===== src/rtl/sobel_pkg.sv =====
// Shared types and constants for the Sobel stream controller.
// Holds the controller FSM state type, the default frame geometry and a
// helper that sizes the column/row counters.
package sobel_pkg;

  localparam int unsigned ImgWDefault = 640;
  localparam int unsigned ImgHDefault = 480;

  typedef enum logic [1:0] {
    StIdle    = 2'd0,
    StWaitSop = 2'd1,
    StActive  = 2'd2,
    StDrop    = 2'd3
  } state_e;

  // Counter width for a 0..n-1 range; never narrower than one bit.
  function automatic int unsigned cnt_width(input int unsigned n);
    return (n > 1) ? unsigned'($clog2(n)) : 1;
  endfunction

endpackage


===== src/rtl/sobel_ctrl_if.sv =====
// Stream bundle around the Sobel controller.
//   pix_*      : upstream binary pixel stream (into the controller)
//   sob_din/.. : stream driven into the Sobel datapath
//   sob_dout*  : Sobel datapath result stream (into the controller)
//   dout*      : cleaned edge stream to the display path
// Modports: slave = controller side, master = environment side.
interface sobel_ctrl_if;

  logic pix_in;
  logic pix_sop;
  logic pix_eop;
  logic pix_vld;

  logic sob_din;
  logic sob_sop;
  logic sob_eop;
  logic sob_vld;

  logic sob_dout;
  logic sob_dout_sop;
  logic sob_dout_eop;
  logic sob_dout_vld;

  logic dout;
  logic dout_sop;
  logic dout_eop;
  logic dout_vld;

  modport slave (
    input  pix_in, pix_sop, pix_eop, pix_vld,
    input  sob_dout, sob_dout_sop, sob_dout_eop, sob_dout_vld,
    output sob_din, sob_sop, sob_eop, sob_vld,
    output dout, dout_sop, dout_eop, dout_vld
  );

  modport master (
    output pix_in, pix_sop, pix_eop, pix_vld,
    output sob_dout, sob_dout_sop, sob_dout_eop, sob_dout_vld,
    input  sob_din, sob_sop, sob_eop, sob_vld,
    input  dout, dout_sop, dout_eop, dout_vld
  );

endinterface


===== src/rtl/sobel_pos_cnt.sv =====
// Column/row position counter for a raster of IMG_W x IMG_H beats.
// Ports:
//   clk, rst_n : clock, asynchronous active-low reset
//   clr        : restart the raster at (0,0)
//   inc        : advance one beat; with clr, advances from (0,0)
//   col, row   : position of the current beat
//   last       : current position is the final beat of the frame
module sobel_pos_cnt
  import sobel_pkg::*;
#(
  parameter int unsigned IMG_W = ImgWDefault,
  parameter int unsigned IMG_H = ImgHDefault
) (
  input  logic                         clk,
  input  logic                         rst_n,
  input  logic                         clr,
  input  logic                         inc,
  output logic [cnt_width(IMG_W)-1:0]  col,
  output logic [cnt_width(IMG_H)-1:0]  row,
  output logic                         last
);

  localparam int unsigned ColW = cnt_width(IMG_W);
  localparam int unsigned RowW = cnt_width(IMG_H);
  localparam logic [ColW-1:0] ColMax = ColW'(IMG_W - 1);
  localparam logic [RowW-1:0] RowMax = RowW'(IMG_H - 1);

  logic [ColW-1:0] col_q, col_d, col_base;
  logic [RowW-1:0] row_q, row_d, row_base;

  always_comb begin
    col_base = clr ? '0 : col_q;
    row_base = clr ? '0 : row_q;
    col_d    = col_base;
    row_d    = row_base;
    if (inc) begin
      if (col_base == ColMax) begin
        col_d = '0;
        row_d = (row_base == RowMax) ? '0 : row_base + 1'b1;
      end else begin
        col_d = col_base + 1'b1;
      end
    end
  end

  always_ff @(posedge clk or negedge rst_n) begin
    if (!rst_n) begin
      col_q <= '0;
      row_q <= '0;
    end else begin
      col_q <= col_d;
      row_q <= row_d;
    end
  end

  assign col  = col_q;
  assign row  = row_q;
  assign last = (col_q == ColMax) && (row_q == RowMax);

endmodule


===== src/rtl/sobel_ctrl.sv =====
// Frame controller wrapped around a binary Sobel datapath.
// Accepts framed pixel beats while enabled, checks frame geometry, forwards
// good beats to the datapath with one registered cycle, and registers the
// datapath result towards the display path.
// Ports:
//   clk, rst_n : clock, asynchronous active-low reset
//   en         : level enable; new frames start only while high
//   bus        : stream bundle (sobel_ctrl_if.slave)
//   busy       : high while a frame is being accepted
//   frame_err  : one-cycle pulse when a malformed frame is detected
// Build option: define SOBEL_BORDER_MASK_EN to zero result beats whose 3x3
// window is incomplete (row < 2 or col < 2).
module sobel_ctrl
  import sobel_pkg::*;
#(
  parameter int unsigned IMG_W = ImgWDefault,
  parameter int unsigned IMG_H = ImgHDefault
) (
  input  logic              clk,
  input  logic              rst_n,
  input  logic              en,
  sobel_ctrl_if.slave       bus,
  output logic              busy,
  output logic              frame_err
);

  localparam int unsigned ColW = cnt_width(IMG_W);
  localparam int unsigned RowW = cnt_width(IMG_H);

  state_e state_q, state_d;

  logic            fwd, fwd_sop, fwd_eop, err;
  logic            in_clr, in_inc, in_last;
  logic [ColW-1:0] in_col;
  logic [RowW-1:0] in_row;

  logic sob_din_q, sob_sop_q, sob_eop_q, sob_vld_q, frame_err_q;
  logic dout_q, dout_sop_q, dout_eop_q, dout_vld_q;
  logic armed_q;
  logic dout_d;

  // Input-side position; held at (0,0) outside a frame so the sop beat
  // always lands on position 0.
  sobel_pos_cnt #(
    .IMG_W (IMG_W),
    .IMG_H (IMG_H)
  ) u_in_cnt (
    .clk   (clk),
    .rst_n (rst_n),
    .clr   (in_clr),
    .inc   (in_inc),
    .col   (in_col),
    .row   (in_row),
    .last  (in_last)
  );

  always_comb begin
    state_d = state_q;
    fwd     = 1'b0;
    fwd_sop = 1'b0;
    fwd_eop = 1'b0;
    err     = 1'b0;
    in_clr  = 1'b0;
    in_inc  = 1'b0;
    unique case (state_q)
      StIdle: begin
        in_clr = 1'b1;
        if (en) state_d = StWaitSop;
      end
      StWaitSop, StDrop: begin
        in_clr = 1'b1;
        if (state_q == StWaitSop && !en) begin
          state_d = StIdle;
        end else if (bus.pix_vld && bus.pix_sop) begin
          if (!en) begin
            state_d = StIdle;
          end else if (bus.pix_eop && !in_last) begin
            // Frame starts and ends on the same beat: too short.
            err     = 1'b1;
            state_d = StDrop;
          end else begin
            fwd     = 1'b1;
            fwd_sop = 1'b1;
            in_inc  = 1'b1;
            if (in_last) begin
              fwd_eop = 1'b1;
              state_d = StWaitSop;
            end else begin
              state_d = StActive;
            end
          end
        end
      end
      StActive: begin
        if (bus.pix_vld) begin
          if (bus.pix_sop || (bus.pix_eop && !in_last)) begin
            err     = 1'b1;
            in_clr  = 1'b1;
            state_d = StDrop;
          end else begin
            fwd    = 1'b1;
            in_inc = 1'b1;
            if (in_last) begin
              // Geometry, not pix_eop, defines the end of frame.
              fwd_eop = 1'b1;
              state_d = en ? StWaitSop : StIdle;
            end
          end
        end
      end
      default: state_d = StIdle;
    endcase
  end

  always_ff @(posedge clk or negedge rst_n) begin
    if (!rst_n) begin
      state_q     <= StIdle;
      sob_din_q   <= 1'b0;
      sob_sop_q   <= 1'b0;
      sob_eop_q   <= 1'b0;
      sob_vld_q   <= 1'b0;
      frame_err_q <= 1'b0;
    end else begin
      state_q     <= state_d;
      sob_din_q   <= fwd & bus.pix_in;
      sob_sop_q   <= fwd_sop;
      sob_eop_q   <= fwd_eop;
      sob_vld_q   <= fwd;
      frame_err_q <= err;
    end
  end

`ifdef SOBEL_BORDER_MASK_EN
  logic [ColW-1:0] out_col, eff_col;
  logic [RowW-1:0] out_row, eff_row;
  logic            out_last;
  logic            border;

  sobel_pos_cnt #(
    .IMG_W (IMG_W),
    .IMG_H (IMG_H)
  ) u_out_cnt (
    .clk   (clk),
    .rst_n (rst_n),
    .clr   (bus.sob_dout_sop),
    .inc   (bus.sob_dout_vld),
    .col   (out_col),
    .row   (out_row),
    .last  (out_last)
  );

  // The sop beat itself is position (0,0) whatever the counter holds.
  always_comb begin
    eff_col = bus.sob_dout_sop ? '0 : out_col;
    eff_row = bus.sob_dout_sop ? '0 : out_row;
    border  = (32'(eff_row) < 32'd2) || (32'(eff_col) < 32'd2);
    dout_d  = bus.sob_dout & ~border;
  end
`else
  assign dout_d = bus.sob_dout;
`endif

  // armed_q keeps the result path quiet for the first cycle after reset.
  always_ff @(posedge clk or negedge rst_n) begin
    if (!rst_n) begin
      armed_q    <= 1'b0;
      dout_q     <= 1'b0;
      dout_sop_q <= 1'b0;
      dout_eop_q <= 1'b0;
      dout_vld_q <= 1'b0;
    end else begin
      armed_q    <= 1'b1;
      dout_q     <= armed_q & dout_d;
      dout_sop_q <= armed_q & bus.sob_dout_sop;
      dout_eop_q <= armed_q & bus.sob_dout_eop;
      dout_vld_q <= armed_q & bus.sob_dout_vld;
    end
  end

  assign bus.sob_din  = sob_din_q;
  assign bus.sob_sop  = sob_sop_q;
  assign bus.sob_eop  = sob_eop_q;
  assign bus.sob_vld  = sob_vld_q;
  assign bus.dout     = dout_q;
  assign bus.dout_sop = dout_sop_q;
  assign bus.dout_eop = dout_eop_q;
  assign bus.dout_vld = dout_vld_q;
  assign frame_err    = frame_err_q;
  assign busy         = (state_q == StActive);

endmodule


===== src/flat_wrapper.sv =====
// flat-port wrapper written by rule: the top's interface ports become plain ports
module sobel_ctrl_flat import sobel_pkg::*;
#(
  parameter int unsigned IMG_W = ImgWDefault,
  parameter int unsigned IMG_H = ImgHDefault
)
  (clk, rst_n, en, busy, frame_err, bus_pix_in, bus_pix_sop, bus_pix_eop, bus_pix_vld, bus_sob_dout, bus_sob_dout_sop, bus_sob_dout_eop, bus_sob_dout_vld, bus_sob_din, bus_sob_sop, bus_sob_eop, bus_sob_vld, bus_dout, bus_dout_sop, bus_dout_eop, bus_dout_vld);
  sobel_ctrl_if bus_i ();
  input  logic clk;
  input  logic rst_n;
  input  logic en;
  output logic busy;
  output logic frame_err;
  input wire logic [$bits(bus_i.pix_in)-1:0] bus_pix_in;
  input wire logic [$bits(bus_i.pix_sop)-1:0] bus_pix_sop;
  input wire logic [$bits(bus_i.pix_eop)-1:0] bus_pix_eop;
  input wire logic [$bits(bus_i.pix_vld)-1:0] bus_pix_vld;
  input wire logic [$bits(bus_i.sob_dout)-1:0] bus_sob_dout;
  input wire logic [$bits(bus_i.sob_dout_sop)-1:0] bus_sob_dout_sop;
  input wire logic [$bits(bus_i.sob_dout_eop)-1:0] bus_sob_dout_eop;
  input wire logic [$bits(bus_i.sob_dout_vld)-1:0] bus_sob_dout_vld;
  output wire logic [$bits(bus_i.sob_din)-1:0] bus_sob_din;
  output wire logic [$bits(bus_i.sob_sop)-1:0] bus_sob_sop;
  output wire logic [$bits(bus_i.sob_eop)-1:0] bus_sob_eop;
  output wire logic [$bits(bus_i.sob_vld)-1:0] bus_sob_vld;
  output wire logic [$bits(bus_i.dout)-1:0] bus_dout;
  output wire logic [$bits(bus_i.dout_sop)-1:0] bus_dout_sop;
  output wire logic [$bits(bus_i.dout_eop)-1:0] bus_dout_eop;
  output wire logic [$bits(bus_i.dout_vld)-1:0] bus_dout_vld;
  assign bus_i.pix_in = bus_pix_in;
  assign bus_i.pix_sop = bus_pix_sop;
  assign bus_i.pix_eop = bus_pix_eop;
  assign bus_i.pix_vld = bus_pix_vld;
  assign bus_i.sob_dout = bus_sob_dout;
  assign bus_i.sob_dout_sop = bus_sob_dout_sop;
  assign bus_i.sob_dout_eop = bus_sob_dout_eop;
  assign bus_i.sob_dout_vld = bus_sob_dout_vld;
  assign bus_sob_din = bus_i.sob_din;
  assign bus_sob_sop = bus_i.sob_sop;
  assign bus_sob_eop = bus_i.sob_eop;
  assign bus_sob_vld = bus_i.sob_vld;
  assign bus_dout = bus_i.dout;
  assign bus_dout_sop = bus_i.dout_sop;
  assign bus_dout_eop = bus_i.dout_eop;
  assign bus_dout_vld = bus_i.dout_vld;
  sobel_ctrl #(.IMG_W(IMG_W), .IMG_H(IMG_H)) u_core (.clk(clk), .rst_n(rst_n), .en(en), .bus(bus_i), .busy(busy), .frame_err(frame_err));
endmodule

===== config.mk =====
export PLATFORM = sky130hd
export DESIGN_NAME = sobel_ctrl_flat
export DESIGN_NICKNAME = d
export VERILOG_FILES = /design/src/rtl/sobel_pkg.sv /design/src/rtl/sobel_ctrl_if.sv /design/src/rtl/sobel_pos_cnt.sv /design/src/rtl/sobel_ctrl.sv /design/src/flat_wrapper.sv
export SDC_FILE = /design/constraint.sdc
export NUM_CORES = 1
export LEC_CHECK = 0
export ABC_AREA = 1
export CAP_MARGIN = 20
export CORE_MARGIN = 8
export CORE_UTILIZATION = 55
export DETAILED_ROUTE_END_ITERATION = 8
export GPL_TIMING_DRIVEN = 1
export PLACE_DENSITY_LB_ADDON = 0.25
export SLEW_MARGIN = 10
export SYNTH_ARGS = -nofsm -noshare
export SYNTH_HDL_FRONTEND = slang
export SYNTH_SLANG_ARGS = --single-unit

===== constraint.sdc =====
create_clock -name clk -period 3.8 [get_ports clk]
set_clock_uncertainty 0.15 [all_clocks]
set_input_delay 0.57 -clock clk [delete_from_list [all_inputs] [get_ports clk]]
set_output_delay 0.57 -clock clk [all_outputs]
set_load 0.01 [all_outputs]

* After elaboration in Yosys (flattened, before gate mapping) *
Cells that the tools add are included.

storage, ports and cells
  register bits = 31
  bits in latches = 0
  RAM bits = 0
  ROM bits = 0
  input bits = 11
  output and inout port bits = 10
  word-level logic and storage cells = 84
  memories = 0

cells by class
  add/subtract/negate cells = 2
  multiply operators = 0
  div/mod/pow operators = 0
  magnitude comparators = 0
  equal/unequal tests = 11
  shift-type cells = 0
  mux-type cells = 42
  bitwise gates (word level) = 5
  reductions and logical operators = 11

operator list
  kind                     count
  $mux W9                  4
  $mux W10                 3
  $mux W1                  21
  $eq A10 B10 Y1 const B   2
  $eq A9 B9 Y1 const B     2
  $mux W2                  9
  $add A10 B1 Y10 const B  1
  $add A9 B1 Y9 const B    1
  $pmux W1 S2              4
  $ne A3 B1 Y1 const B     2
  $pmux W2 S3              1
  $and A1 B1 Y1            5
  $eq A2 B2 Y1 const B     2
  $logic_and A1 B1 Y1      4
  $reduce_and A4 Y1        1
  $reduce_or A3 Y1         1
  $eq A2 B1 Y1 const B     1
  $logic_not A1 Y1         2
  $logic_not A2 Y1         1
  $ne A2 B1 Y1 const B     1
  $ne A2 B2 Y1 const B     1
  $reduce_or A2 Y1         1
  $logic_or A1 B1 Y1       1

* Logic depth before layout (Yosys ltp) *
  depth after elaboration = 13
  gate-level depth with buffers = 20
  mapped depth without buffers = 19

* Hierarchy *
From an unflattened synthesis, not the netlist that was laid out.

second synthesis, totals
  cell total of the unflattened synthesis = 246
  area total of the unflattened synthesis = 1799.2 µm²

by module, submodules not included
  module         instances  cells an instance  area an instance (µm²)  sequential area each (µm²)
  sobel_pos_cnt  1          179                1252.5                  475.5
  sobel_ctrl     1          67                 546.8                   300.3

* Worst setup path after synthesis *
Ideal clock, no wire load.

  kind = reg-to-reg
  start = register u_core.u_in_cnt.row_q[1], in the netlist u_core.u_in_cnt.row[1]
  end = register u_core.u_in_cnt.row_q[3], in the netlist u_core.u_in_cnt.row[3]
  data arrival time = 2533 ps
  required time = 3537 ps
  path slack = 1003 ps
  cell stages (with the launch flop) = 20
  period minus slack after synthesis = 2797 ps
  cells stage by stage = dfrtp_1 inv_1 nor2_1 nand2_1 nor2_2 nand3_2 nand2_4 nand3_4 nand2_4 buf_4 nand2_1 inv_1 ha_1 inv_1 nor4_1 nand4_4 nor3_4 nand3_1 nand2_1 inv_1

on the way
  cells in the longest elaborated chain, start to end = 13
  elaborated cells on any way between the ends = 23
  those cells by class = 1 x add/sub; 3 x eq/ne; 15 x mux; 4 x reduce/logical

RTL lines
  what                                                  RTL line                            RTL
  start: declaration                                    sobel_pos_cnt.sv:29                 logic [RowW-1:0] row_q, row_d, row_base;
  start signal: assignment                              sobel_pos_cnt.sv:52                 row_q <= row_d;
  $eq A9 B9 Y1                                          sobel_pos_cnt.sv:58                 assign last = (col_q == ColMax) && (row_q == RowMax);
  $logic_and A1 B1 Y1                                   sobel_pos_cnt.sv:58
  $logic_not A1 Y1                                      sobel_ctrl.sv:77, sobel_ctrl.sv:96
  $logic_and A1 B1 Y1                                   sobel_ctrl.sv:77, sobel_ctrl.sv:96
  $logic_or A1 B1 Y1                                    sobel_ctrl.sv:96                    if (bus.pix_sop || (bus.pix_eop && !in_last)) begin
  $mux W1                                               sobel_ctrl.sv:96
  $mux W1                                               sobel_ctrl.sv:95                    if (bus.pix_vld) begin
  $pmux W1 S2                                           sobel_ctrl.sv:65                    unique case (state_q)
  $mux W9                                               sobel_pos_cnt.sv:33                 row_base = clr ? '0 : row_q;
  $add A9 B1 Y9 / $eq A9 B9 Y1 (equally long branches)  sobel_pos_cnt.sv:39                 row_d = (row_base == RowMax) ? '0 : row_base + 1'b1;
  $mux W9                                               sobel_pos_cnt.sv:39
  $mux W9                                               sobel_pos_cnt.sv:37                 if (col_base == ColMax) begin
  $mux W9 *                                             sobel_pos_cnt.sv:36                 if (inc) begin
  via u_core.u_in_cnt.row_d[3]                          sobel_pos_cnt.sv:29

The timed path passes the listed nets; every way through them passes the cells marked *.
A chain may end at the register's enable or synchronous reset.

* Worst setup path in the final report *
  start = register u_core.u_in_cnt.col_q[3], in the netlist u_core.u_in_cnt.col[3]
  end = register u_core.u_in_cnt.row_q[3], in the netlist u_core.u_in_cnt.row[3]

on the way
  cells in the longest elaborated chain, start to end = 13
  elaborated cells on any way between the ends = 23
  those cells by class = 1 x add/sub; 3 x eq/ne; 15 x mux; 4 x reduce/logical

RTL lines
  what                                                  RTL line                            RTL
  start: declaration                                    sobel_pos_cnt.sv:28                 logic [ColW-1:0] col_q, col_d, col_base;
  start signal: assignment                              sobel_pos_cnt.sv:51                 col_q <= col_d;
  $eq A10 B10 Y1                                        sobel_pos_cnt.sv:58
  $logic_and A1 B1 Y1                                   sobel_pos_cnt.sv:58
  $logic_not A1 Y1                                      sobel_ctrl.sv:77, sobel_ctrl.sv:96
  $logic_and A1 B1 Y1                                   sobel_ctrl.sv:77, sobel_ctrl.sv:96
  $logic_or A1 B1 Y1                                    sobel_ctrl.sv:96
  $mux W1                                               sobel_ctrl.sv:96
  $mux W1                                               sobel_ctrl.sv:95
  $pmux W1 S2                                           sobel_ctrl.sv:65
  $mux W9                                               sobel_pos_cnt.sv:33
  $add A9 B1 Y9 / $eq A9 B9 Y1 (equally long branches)  sobel_pos_cnt.sv:39
  $mux W9                                               sobel_pos_cnt.sv:39
  $mux W9                                               sobel_pos_cnt.sv:37
  $mux W9 *                                             sobel_pos_cnt.sv:36
  via u_core.u_in_cnt.row_d[3]                          sobel_pos_cnt.sv:29

Marks and branches as above.

==> results.toml <==
[sta]
hold_viol = 0
worst_slack_ns = 0.589
tns_ns = 0
fin_crit_sh_pct = 84.5
setup_viol = 0
rsz0062_at_grt = "false"
drv_slew = 0
fin_crit_ns = 3.21
fmax_mhz = 311
worst_pin_slew_ns = 0.537
fin_hold_ws_ns = 0.387
slew_headroom_pct = 63.9

[global_route]
grt_pass1_vias = 1428
overflow = 0
grtUsageTotal_pct = 15.6
antenna_found_initial = 0
grt_max_degree = 32
grt_pass1_wl_um = 6450

[synthesis]
synth_most_common_cell = "nand2_1"
seq_area_frac_synth_pct = 43.1
synthCells = 229
yosysTopAreaCell = "dfrtp_1"
synth-async-reset-ratio_pct = 100
synth_seq_cells = 31
netlist_area_sq_um = 1800
syn-mean-instance-area_sq_um = 7.86
synth_edf_count = 0
synthFlopType = "dfrtp_1"
synth.distinct_cells = 33
postSynthNetCount = 241
synth.top_cell.area_share_pct = 43.1
synthTopCellsByArea = "dfrtp_1 (43%), nand2_1 (12%), inv_1 (6.3%), nor2_1 (4.2%), a21oi_1 (3.6%)"
ys_top_cells_by_count = "nand2_1 (58), dfrtp_1 (31), inv_1 (30)"
ys_warn_count = 0

[min_path]
hp-class = "flip-flop to flip-flop"

[worst_setup_path]
cp.required_ns = 3.93
end_kind = "flip-flop"
crit_path_max_fanout = 24
cpMaxStageDelayCell = "dfrtp_1"
crit_type = "flip-flop to flip-flop"
rr_endpoint = "u_core.u_in_cnt.row[3]"
rr_worst_depth = 19
endpoint = "u_core.u_in_cnt.row[3]"
path_cells = "nand2_1 > inv_1 > nand2_1 > nor2_1 > nand3_2 > nand2_4 > nand3_4 > nand2_4 > nand2_1 > inv_1 > ha_1 > inv_1 > nor4_1 > nand4_4 > nor2_4 > inv_2 > o21ai_1 > nand2_1 > inv_1"
cp.depth = 19
cpPeakStageDelay_ns = 0.49
crit_family = "simple AND/OR/NAND/NOR gates"
worstPathArrival_ns = 3.34
rrSetupSlack_ns = 0.59
worst-path-buf-inv = 5
cp-startpoint = "u_core.u_in_cnt.col[3]"
startpoint_type = "flip-flop"
rr_startpoint = "u_core.u_in_cnt.col[3]"

[cells_and_area]
multi_input_area_sq_um = 856
regArea_sq_um = 776
syn2layout_area_growth_pct = 15.6
drive_above_1_share_pct = 11.4
final_cells = 298
fillers = 271
n_antenna_cell = 0
fin_nets = 265

[routing]
first_pass_iters = 4
drt-wirelength-per-cell_um = 12.6
vias = 1537
drt_iter0_markers = 83
drc = 0
drt_wl_total_um = 3740
viasPerCell = 5.16
ant_nets = 0

[place]
place.gp.congestion = 0.918
dp.cells = 290
port_buffers = 20
hpwl_um = 2880
preCtsSetupSlack_ns = 0.427

[power_and_ir_drop]
power.leakage_nw = 0.953
power_density_nw_per_um2 = 368
total_power_w = 0.000766
max-vdd-ir-drop_uv = 228

[cts]
path_clk_slew_ns = 0.10
ctsResizeCount = 0
clock_path_buffers = 2
cts_made_buffers = 5
clkSinkCount = 31
clockRootBuffer = "clkbuf_4"
hold_buffers = 0
htree_levels = 2
clk_latency_ns = 0.33
cts_tree = "yes"
cts_post_setup_buffers_inserted = 0

[floorplanning]
die_w_um = 73.2
start_util_pct = 58.5
num_io_pins = 21
fp.dieArea_sq_um = 5360
core_region_area_sq_um = 3080
fp.dieH_um = 73.2
num_rows = 20

[status]
run_status = "completed"

[flow_run]
drv_cap = 0
[power breakdown]
part | total, W | switching, W | internal, W | leakage, nW
clock network | 0.000193 | 0.000122 | 0.0000705 | 0.0272
logic | 0.000207 | 0.000134 | 0.0000736 | 0.505
registers | 0.000366 | 0.0000148 | 0.000351 | 0.421
total | 0.000766 | 0.000271 | 0.000495 | 0.953
[state kept, by name, indices dropped and copies added, names as in the netlist]
signal / flops
u_core.armed_q: 1
u_core.bus.dout: 1
u_core.bus.dout_eop: 1
u_core.bus.dout_sop: 1
u_core.bus.dout_vld: 1
u_core.bus.sob_din: 1
u_core.bus.sob_eop: 1
u_core.bus.sob_sop: 1
u_core.bus.sob_vld: 1
u_core.frame_err: 1
u_core.state_q: 2
u_core.u_in_cnt.col: 10
u_core.u_in_cnt.row: 9
[cell type report]
class	count	share of cell area (%)
clock buffers	5	1.81
clock inverters	3	0.963
inverters	34	6.14
multi-input cells	160	41.2
flip-flops and latches	31	37.3
well taps	44	2.65
repair buffers	21	9.99
[cells by family after synthesis]
logic type	after synthesis	synth area share, %
compound gates	30	8.90
xor+xnor	3	1.46
fa+ha+maj	1	0.695
buf+inv	38	9.32
flops	31	43.1
other cells	1	0.208
simple gates	125	36.3
[metal layers]
metal	global-route usage [%]	up-vias	wire length (um)
met5	0	-	0
met4	4.67	0	47
met3	5.08	6	178
met2	25.9	28	1830
met1	18.6	708	1680
li1	-	795	-
[worst min-delay path: stages, from the launching register on]
cell and delay, ns:
dfrtp_1 0.41, nand2_1 0.06, inv_1 0.04
[worst min path at each step]
stage	startpoint	to	slack (ns)	cells past startpoint
6_report	u_core.armed_q	u_core.bus.dout_sop	0.39	2
5_1_grt	u_core.armed_q	u_core.bus.dout_eop	0.43	2
4_1_cts	u_core.armed_q	u_core.bus.dout_sop	0.39	2
3_5_place_dp	u_core.armed_q	u_core.bus.dout_sop	0.37	2
3_3_place_gp	u_core.armed_q	u_core.bus.dout_vld	0.37	2
2_1_floorplan	rst_n	u_core.armed_q	0.12	0
[cells in the final DEF (no fill, tap or decap), types with 2 or more instances in the layout]
master	n
nand2_1	58
dfrtp_1	31
inv_1	30
nor2_1	20
clkdlybuf4s50_1	20
a21oi_1	13
nand3_1	12
nand4_1	9
o21ai_1	6
o21ai_0	6
nor3_1	5
clkbuf_4	5
nor2_4	4
nand2_4	3
xor2_1	3
inv_2	3
nor2_2	2
nand3_2	2
o22ai_1	2
nor4_1	2
nand2_2	2
nand3b_1	2
clkinvlp_4	2
[stage by stage]
step,area (sq um),utilization (%)
final,2080,67.6
after global routing,2080,67.6
after CTS,2080,67.6
after detailed placement,2020,65.7
after global placement,2020,65.7
after floorplan,1800,-
No activity file was read; power rests on OpenSTA's default activity.
